<file path="config.mk">
export PLATFORM = sky130hd
export DESIGN_NAME = dm_port_arbiter_flat
export DESIGN_NICKNAME = d
export VERILOG_FILES = /design/src/rtl/dm_port_arbiter_if.sv /design/src/rtl/dm_port_arbiter.sv /design/src/flat_wrapper.sv
export SDC_FILE = /design/constraint.sdc
export NUM_CORES = 1
export LEC_CHECK = 0
export ABC_AREA = 1
export CORE_ASPECT_RATIO = 1.5
export CORE_MARGIN = 2
export CORE_UTILIZATION = 42
export CTS_CLUSTER_SIZE = 30
export DETAILED_ROUTE_END_ITERATION = 8
export HOLD_SLACK_MARGIN = 0.06
export PLACE_DENSITY = 0.95
export REMOVE_ABC_BUFFERS = 1
export SETUP_SLACK_MARGIN = 0.5
export SLEW_MARGIN = 20
export SYNTH_ARGS = -nofsm -noshare
export SYNTH_HDL_FRONTEND = slang
export SYNTH_SLANG_ARGS = --single-unit
</file>
<file path="constraint.sdc">
create_clock -name i_clk -period 2.95 [get_ports i_clk]
set_input_delay 0.4425 -clock i_clk [delete_from_list [all_inputs] [get_ports i_clk]]
set_output_delay 0.4425 -clock i_clk [all_outputs]
set_load 0.05 [all_outputs]
</file>
<file path="src/rtl/dm_port_arbiter_if.sv">
// Signal bundle around the data-memory port arbiter: pipeline request, host burst port, memory side.
// The arbiter uses the slave modport; the requester/memory side uses master.
interface dm_port_arbiter_if #(
  parameter int ADDR_W = 16,
  parameter int DATA_W = 16
);
  logic              cpu_en;
  logic              cpu_rw;
  logic [ADDR_W-1:0] cpu_addr;
  logic [DATA_W-1:0] cpu_wdata;
  logic              cpu_stall;

  logic              host_req;
  logic              host_rw;
  logic [ADDR_W-1:0] host_addr;
  logic [3:0]        host_len;
  logic [DATA_W-1:0] host_wdata;
  logic              host_gnt;
  logic              host_ack;
  logic              host_rvalid;
  logic [DATA_W-1:0] host_rdata;
  logic              host_done;

  logic              mem_en;
  logic              mem_rw;
  logic [ADDR_W-1:0] mem_addr;
  logic [DATA_W-1:0] mem_wdata;
  logic [DATA_W-1:0] mem_rdata;

  modport slave (
    input  cpu_en, cpu_rw, cpu_addr, cpu_wdata,
    input  host_req, host_rw, host_addr, host_len, host_wdata,
    input  mem_rdata,
    output cpu_stall,
    output host_gnt, host_ack, host_rvalid, host_rdata, host_done,
    output mem_en, mem_rw, mem_addr, mem_wdata
  );

  modport master (
    output cpu_en, cpu_rw, cpu_addr, cpu_wdata,
    output host_req, host_rw, host_addr, host_len, host_wdata,
    output mem_rdata,
    input  cpu_stall,
    input  host_gnt, host_ack, host_rvalid, host_rdata, host_done,
    input  mem_en, mem_rw, mem_addr, mem_wdata
  );
endinterface

</file>
<file path="src/rtl/dm_port_arbiter.sv">
// Shares the data-memory port between the pipeline (default priority) and host bursts with anti-starvation.
// Optional macro DM_ARB_PERF_EN adds o_stall_cnt, a saturating count of cpu_stall cycles.
module dm_port_arbiter #(
  parameter int ADDR_W       = 16,
  parameter int DATA_W       = 16,
  parameter int MAX_BURST    = 8,
  parameter int STARVE_LIMIT = 4
) (
  input  logic                i_clk,
  input  logic                i_rst_n,
  dm_port_arbiter_if.slave    bus
`ifdef DM_ARB_PERF_EN
  ,
  output logic [15:0]         o_stall_cnt
`endif
);

  localparam int BW = $clog2(MAX_BURST) + 1;
  localparam int SW = $clog2(STARVE_LIMIT + 1);

  localparam logic [0:0] IDLE = 1'b0;
  localparam logic [0:0] HOST = 1'b1;

  logic [0:0]        r_state;
  logic              r_rw;
  logic [ADDR_W-1:0] r_base;
  logic [BW-1:0]     r_beats_left;
  logic [BW-1:0]     r_idx;
  logic [SW-1:0]     r_starve;
  logic              r_rvalid;
  logic              r_done;

  logic              w_host_win;
  logic              w_last;
  logic              w_cpu_stall;
  logic [BW-1:0]     w_len;

  assign w_host_win  = (r_state == IDLE) && bus.host_req &&
                       (!bus.cpu_en || (r_starve == SW'(STARVE_LIMIT)));
  assign w_last      = (r_state == HOST) && (r_beats_left == BW'(1));
  assign w_cpu_stall = i_rst_n && (r_state == HOST) && bus.cpu_en;

  // A zero length still moves one beat; oversize requests are cut to one full burst.
  always_comb begin
    w_len = BW'(bus.host_len);
    if (bus.host_len == 4'd0)
      w_len = BW'(1);
    else if (int'(bus.host_len) > MAX_BURST)
      w_len = BW'(MAX_BURST);
  end

  always_ff @(posedge i_clk or negedge i_rst_n) begin
    if (!i_rst_n) begin
      r_state      <= IDLE;
      r_rw         <= 1'b0;
      r_base       <= '0;
      r_beats_left <= '0;
      r_idx        <= '0;
    end else if (r_state == IDLE) begin
      if (w_host_win) begin
        r_state      <= HOST;
        r_rw         <= bus.host_rw;
        r_base       <= bus.host_addr;
        r_beats_left <= w_len;
        r_idx        <= '0;
      end
    end else begin
      r_beats_left <= r_beats_left - BW'(1);
      r_idx        <= r_idx + BW'(1);
      if (w_last)
        r_state <= IDLE;
    end
  end

  // Counts how long a pending host request has been refused because the pipeline kept the port.
  always_ff @(posedge i_clk or negedge i_rst_n) begin
    if (!i_rst_n) begin
      r_starve <= '0;
    end else if (r_state == IDLE) begin
      if (w_host_win || !bus.host_req)
        r_starve <= '0;
      else if (bus.cpu_en && (r_starve != SW'(STARVE_LIMIT)))
        r_starve <= r_starve + SW'(1);
    end
  end

  always_ff @(posedge i_clk or negedge i_rst_n) begin
    if (!i_rst_n) begin
      r_rvalid <= 1'b0;
      r_done   <= 1'b0;
    end else begin
      r_rvalid <= (r_state == HOST) && !r_rw;
      r_done   <= w_last;
    end
  end

  // Outputs are forced low while reset is held so a burst in flight is cut off immediately.
  always_comb begin
    bus.mem_en    = 1'b0;
    bus.mem_rw    = 1'b0;
    bus.mem_addr  = '0;
    bus.mem_wdata = '0;
    bus.host_gnt  = 1'b0;
    bus.host_ack  = 1'b0;
    if (i_rst_n) begin
      if (r_state == HOST) begin
        bus.mem_en    = 1'b1;
        bus.mem_rw    = r_rw;
        bus.mem_addr  = r_base + ADDR_W'(r_idx);
        bus.mem_wdata = bus.host_wdata;
        bus.host_gnt  = 1'b1;
        bus.host_ack  = 1'b1;
      end else begin
        bus.mem_en    = bus.cpu_en;
        bus.mem_rw    = bus.cpu_rw;
        bus.mem_addr  = bus.cpu_addr;
        bus.mem_wdata = bus.cpu_wdata;
      end
    end
  end

  assign bus.cpu_stall   = w_cpu_stall;
  assign bus.host_rvalid = r_rvalid;
  assign bus.host_rdata  = r_rvalid ? bus.mem_rdata : '0;
  assign bus.host_done   = r_done;

`ifdef DM_ARB_PERF_EN
  logic [15:0] r_stall_cnt;

  always_ff @(posedge i_clk or negedge i_rst_n) begin
    if (!i_rst_n)
      r_stall_cnt <= '0;
    else if (w_cpu_stall && (r_stall_cnt != 16'hFFFF))
      r_stall_cnt <= r_stall_cnt + 16'd1;
  end

  assign o_stall_cnt = r_stall_cnt;
`endif

endmodule

</file>
<file path="src/flat_wrapper.sv">
// flat-port wrapper written by rule: the top's interface ports become plain ports
module dm_port_arbiter_flat 
#(
  parameter int ADDR_W       = 16,
  parameter int DATA_W       = 16,
  parameter int MAX_BURST    = 8,
  parameter int STARVE_LIMIT = 4
)
  (i_clk, i_rst_n, bus_cpu_en, bus_cpu_rw, bus_cpu_addr, bus_cpu_wdata, bus_host_req, bus_host_rw, bus_host_addr, bus_host_len, bus_host_wdata, bus_mem_rdata, bus_cpu_stall, bus_host_gnt, bus_host_ack, bus_host_rvalid, bus_host_rdata, bus_host_done, bus_mem_en, bus_mem_rw, bus_mem_addr, bus_mem_wdata);
  dm_port_arbiter_if #(.ADDR_W(ADDR_W), .DATA_W(DATA_W)) bus_i ();
  input  logic i_clk;
  input  logic i_rst_n;
  input wire logic [$bits(bus_i.cpu_en)-1:0] bus_cpu_en;
  input wire logic [$bits(bus_i.cpu_rw)-1:0] bus_cpu_rw;
  input wire logic [$bits(bus_i.cpu_addr)-1:0] bus_cpu_addr;
  input wire logic [$bits(bus_i.cpu_wdata)-1:0] bus_cpu_wdata;
  input wire logic [$bits(bus_i.host_req)-1:0] bus_host_req;
  input wire logic [$bits(bus_i.host_rw)-1:0] bus_host_rw;
  input wire logic [$bits(bus_i.host_addr)-1:0] bus_host_addr;
  input wire logic [$bits(bus_i.host_len)-1:0] bus_host_len;
  input wire logic [$bits(bus_i.host_wdata)-1:0] bus_host_wdata;
  input wire logic [$bits(bus_i.mem_rdata)-1:0] bus_mem_rdata;
  output wire logic [$bits(bus_i.cpu_stall)-1:0] bus_cpu_stall;
  output wire logic [$bits(bus_i.host_gnt)-1:0] bus_host_gnt;
  output wire logic [$bits(bus_i.host_ack)-1:0] bus_host_ack;
  output wire logic [$bits(bus_i.host_rvalid)-1:0] bus_host_rvalid;
  output wire logic [$bits(bus_i.host_rdata)-1:0] bus_host_rdata;
  output wire logic [$bits(bus_i.host_done)-1:0] bus_host_done;
  output wire logic [$bits(bus_i.mem_en)-1:0] bus_mem_en;
  output wire logic [$bits(bus_i.mem_rw)-1:0] bus_mem_rw;
  output wire logic [$bits(bus_i.mem_addr)-1:0] bus_mem_addr;
  output wire logic [$bits(bus_i.mem_wdata)-1:0] bus_mem_wdata;
  assign bus_i.cpu_en = bus_cpu_en;
  assign bus_i.cpu_rw = bus_cpu_rw;
  assign bus_i.cpu_addr = bus_cpu_addr;
  assign bus_i.cpu_wdata = bus_cpu_wdata;
  assign bus_i.host_req = bus_host_req;
  assign bus_i.host_rw = bus_host_rw;
  assign bus_i.host_addr = bus_host_addr;
  assign bus_i.host_len = bus_host_len;
  assign bus_i.host_wdata = bus_host_wdata;
  assign bus_i.mem_rdata = bus_mem_rdata;
  assign bus_cpu_stall = bus_i.cpu_stall;
  assign bus_host_gnt = bus_i.host_gnt;
  assign bus_host_ack = bus_i.host_ack;
  assign bus_host_rvalid = bus_i.host_rvalid;
  assign bus_host_rdata = bus_i.host_rdata;
  assign bus_host_done = bus_i.host_done;
  assign bus_mem_en = bus_i.mem_en;
  assign bus_mem_rw = bus_i.mem_rw;
  assign bus_mem_addr = bus_i.mem_addr;
  assign bus_mem_wdata = bus_i.mem_wdata;
  dm_port_arbiter #(.ADDR_W(ADDR_W), .DATA_W(DATA_W), .MAX_BURST(MAX_BURST), .STARVE_LIMIT(STARVE_LIMIT)) u_core (.i_clk(i_clk), .i_rst_n(i_rst_n), .bus(bus_i));
endmodule
</file>
# Yosys cells after proc, flatten, opt, wreduce, memory -nomap -nowiden
# Cells that the tools add are included.
# word_totals
register_bits	31
in_bits	90
elab_cells	56
# classes
addsub	4
magnitude_cmp	1
n_eq_ne	3
muxes	22
bitwise	1
reduce_logical	17
# op_table
op	count
16-bit two-way mux	5
4-bit two-way mux	6
16-bit by 4-bit adder with 16-bit output	1
1-bit two-way mux	9
1-bit logical AND	7
3-bit two-way mux	2
4-bit by 1-bit adder with 4-bit output, second input constant	1
4-bit by 1-bit equality test with 1-bit output, second input constant	1
4-bit greater-than comparator, second input constant	1
4-bit logical NOT	1
2-bit AND reduction	2
2-bit nonzero test	2
4-bit by 1-bit subtractor with 4-bit output, second input constant	1
3-bit by 1-bit adder with 3-bit output, second input constant	1
3-bit equality test, second input constant	1
1-bit logical NOT	3
3-bit inequality test, second input constant	1
1-bit logical OR	2
1-bit NOT	1

# Depth between registers and ports, before layout
# logic_depth
word_depth	6
ltp_mapped	11

# Worst setup path after synthesis
# Ideal clock, no wire load.
# synth_path
path_type	register -> output
start	reg u_core.r_idx[2]
end	out bus_mem_addr[15]
arrival_ns	1.894
required_ns	2.508
setup_slack_ns	0.614
path_stages_with_launch	9
path_cell_list	dfrtp_1 > ha_1 > nand2_1 > nand3_2 > nand2_2 > nand2_2 > a21oi_1 > nor2_1 > nor2_1
# synth_between
elab_chain_len	3
# synth_lines
item	line_no	rtl
start: declaration	dm_port_arbiter.sv:28	logic [BW-1:0] r_idx;
start signal: assignment	dm_port_arbiter.sv:69	r_idx <= r_idx + BW'(1);
16-bit by 4-bit adder with 16-bit output	dm_port_arbiter.sv:109	bus.mem_addr = r_base + ADDR_W'(r_idx);
16-bit two-way mux	dm_port_arbiter.sv:106	if (r_state == HOST) begin
16-bit two-way mux	dm_port_arbiter.sv:105	if (i_rst_n) begin
end: declaration	flat_wrapper.sv:31	output wire logic [$bits(bus_i.mem_addr)-1:0] bus_mem_addr;
# No other way between the ends.

# Worst setup path in the final report
# layout_path
start	reg u_core.r_base[0]
end	out bus_mem_addr[14]
# layout_between
elab_chain_len	3
# layout_lines
item	line_no	rtl
start: declaration	dm_port_arbiter.sv:26	logic [ADDR_W-1:0] r_base;
start signal: assignment	dm_port_arbiter.sv:63	r_base <= bus.host_addr;
16-bit by 4-bit adder with 16-bit output	dm_port_arbiter.sv:109	
16-bit two-way mux	dm_port_arbiter.sv:106	
16-bit two-way mux	dm_port_arbiter.sv:105	
# No other way between the ends.

==> metrics.md <==
| Metric | Value |
|---|---|
| Status | finished clean |
| Clock Path Buffers | 2 |
| # nets final | 641 |
| CP cell instances | ha_4 > fa_2 > nand2_2 > nand2_4 > nand3b_4 > inv_4 > nand2_2 > nand2_2 > nand3_2 > nand2_1 > inv_2 > buf_12 |
| DR vias | slightly above 3000 |
| Wire per inst | roughly 14 µm |
| Syn_area_per_cell | between 6 and 7 µm² |
| Final Critical Period | about 2.5 ns |
| Worst skew pair latency | around 0.28 ns |
| Die Y | 99.3 µm |
| Synth cell types | 33 |
| Rows | 34 |
| Fin. max-slew vios | 0 |
| First-pass GRT wire length | between 10 and 15 mm |
| Clock share of power | 0.075 |
| FMAX | 402 MHz |
| Gr ovfl total | 0 |
| I/O pins | 145 |
| Cells after Synth | 400 |
| EDFF count, synth | 0 |
| Area share of the largest cell type after synthesis | 0.305 |
| Slew @ Worst Pin | 0.535 ns |
| Yosys reg bits | 31 |
| Initial antenna violation count | 0 |
| Iter 0 DRT Violations | 108 |
| Max cap viols | 0 |
| Clock sinks | 31 |
| Area delta synth->final | 68.9% |
| CP delay by family, top | adder cells |
| P_sw | 0.00229 W |
| CTS Hold Bufs | 0 |
| Final Cycle Share | 0.843 |
| First-pass iteration count of the detailed router | 4 |
| Max stage delay cell, worst path | dfrtp_1 |
| CTS Buf Count | 5 |
| Arrival time worst endpoint | 2.05 ns |
| Setup TNS | 0 ns |
| Post-route cell area | 0.00430 mm² |
| Chip Width | 67.6 µm |
| RSZ-0062 raised after global routing | true |
| Largest net degree at the start of global routing | 38 |
| VDD IR max | 0.672 mV |
| DP Wirelength | 6.90 mm |
| Seq/Total Area, Yosys | 0.305 |
| CTS tree | yes |
| CP dominant cell by count | nand2_2 |
| Crit-path max cell delay | 0.43 ns |
| Vias per Instance | 4.96 |
| Worst EP required | 2.51 ns |
| Post-route DRC | 0 |
| Synth top area cells | dfrtp_1 (30%), nand2_1 (15%), nor2_1 (12%), inv_1 (7.7%), o21ai_0 (7.3%) |
| Ys flop type | dfrtp_1 |
| Int Pwr | just under 0.002 W |
| Placed inst area | 0.00407 mm² |
| Rel. slew slack | 0.642 |
| Die area | 0.00671 mm² |
| # port buffers | ~140 |
| Worst setup EP type | output port |
| Fillers | 451 |
| Gpl congestion | 0.887 |
| Final hold viol count | 0 |
| Sequential Power Share | 0.208 |
| Post-route ant nets | 0 |
| Core area | 0.00583 mm² |
| Worst hold margin | around 0.36 ns |
| Buf+Inv Stages, Crit Path | 3 |
| Setup-failing EPs final | 0 |
| Clk_skew | between 0.002 and 0.0025 ns |
| Crit Path Category | reg2out |
| # diodes | 0 |
| Gate power share | 0.717 |
| Synthesized cell area | ~0.0025 mm² |
| Fin util | 0.737 |
| Yosys warning count | 0 |
| Pleak | 2.14 nW |
| CP startpoint kind | register |
| Layout cells sized above 1 | 0.181 |
| Routed wire length | roughly 8.8 mm |
| Leading area contributor after synthesis | dfrtp_1 |
| Hold Crit Class | in2async |
| Worst-path maximum fanout | 4 |
| Synth async-reset ratio | 1.00 |
| Power Density | around 990 mW/mm² |
| Vias in the first global route | 3133 |
| Gr usage total | 0.270 |
| Sw Ratio | 0.539 |
| Initial core utilization | 0.437 |
| CTS H-tree lvls | 2 |
| Total power | 0.00425 W |
| Clock root buffer | clkbuf_8 |
| Worst-path clk slew | 0.06 ns |
==> kinds of logic (layout without fill, tap and decap cells) <==
logic type	after synthesis	count (layout)	share of synthesized area
compound gates	50	50	0.102
xor+xnor	7	7	0.0241
fa+ha+maj	10	10	0.0521
buf+inv	74	216	0.131
flops	31	31	0.305
simple gates	228	228	0.386
==> layout make-up <==
type,count,area (µm²),share of cell area
Clock buffer,7,76.3,0.0178
Clock inverter,1,5.00,0.00116
Inverter,56,213,0.0495
Multi-Input combinational cell,295,1550,0.360
Sequential cell,31,778,0.181
Tap cell,72,90.1,0.0210
Timing Repair Buffer,152,1590,0.369
==> registers in the layout, summed over array words and instances, names as in the netlist <==
name                    cells
u_core.bus.host_done        1
u_core.bus.host_rvalid      1
u_core.r_base              16
u_core.r_beats_left         4
u_core.r_idx                4
u_core.r_rw                 1
u_core.r_starve             3
u_core.r_state              1
==> worst paths after layout <==
kind                                    start  cells after the start                     end  slack (ns)
min in group i_clk                u_core.r_rw                      1  u_core.bus.host_rvalid        0.43
min                                   i_rst_n                      2       u_core.r_base[13]        0.36
max reg2reg                u_core.r_starve[0]                      9  u_core.r_beats_left[3]        1.24
min reg2reg                       u_core.r_rw                      1  u_core.bus.host_rvalid        0.43
max in group asynchronous             i_rst_n                      3         u_core.r_idx[1]        2.05
max                          u_core.r_base[0]                     12        bus_mem_addr[14]        0.46
==> cells in the mapped netlist, types with 2 or more instances <==
library cell and instances:
inv_2 4, inv_1 52, clkbuf_1 6, nand3_2 3, nand4_1 4, nor2_2 3, buf_4 4, o21ai_1 5
xnor2_1 5, clkbuf_8 2, xor2_1 2, o21ai_0 37, nand2_2 7, ha_1 9, nand2_1 102, buf_2 3
nor2_1 81, nand3_1 19, nand3b_1 3, nor2_4 2, dfrtp_1 31, a21oi_1 5
==> metal layers <==
layer | wire (µm) | track usage
met2 | 4650 | 0.477
met4 | 254 | 0.100
met5 | 0 | 0
met1 | 3350 | 0.309
met3 | 577 | 0.0588
==> per-stage QoR <==
step                cells  setup WS (ns)
finish                614          0.462
global route          614          0.337
CTS                   612          0.485
detailed placement    603          0.614
global placement      603          0.638
floorplan             382          0.188
==> power groups by stage <==
stage                     clock network, W  logic [W]  registers (W)
after global placement                   0    0.00274       0.000845
final                             0.000319    0.00305       0.000885
after detailed placement                 0    0.00282       0.000863
after global routing              0.000345    0.00328       0.000909
after floorplan                          0    0.00175       0.000880
after CTS                         0.000323    0.00288       0.000859
==> cells in the final DEF, fill, tap and decap left out, types with 2 or more instances in the layout <==
cell / netlist / routed
nand2_2: 7 / 13
buf_4: 4 / 29
clkbuf_8: 2 / 5
nand3_1: 19 / 18
nand2_1: 102 / 94
buf_6: 1 / 2
nand3_2: 3 / 3
nor2_4: 2 / 3
inv_2: 4 / 7
clkdlybuf4s50_1: 0 / 106
dfrtp_1: 31 / 29
xnor2_1: 5 / 4
nor2_2: 3 / 6
ha_1: 9 / 6
a21oi_1: 5 / 4
o21ai_0: 37 / 37
o21ai_1: 5 / 4
buf_12: 0 / 14
ha_4: 0 / 3
xor2_1: 2 / 2
nand3b_1: 3 / 3
nor2_1: 81 / 77
clkbuf_1: 6 / 2
inv_1: 52 / 48
dfrtp_2: 0 / 2
nand4_1: 4 / 4
nand2_4: 0 / 2
==> what timing repair did <==
item                       4_1_cts  5_1_grt
buffers inserted                 1        2
pin swaps                        1        9
gates resized for setup          7       28
setup endpoints to repair        7       23
Power figures use the tool's default switching activity.
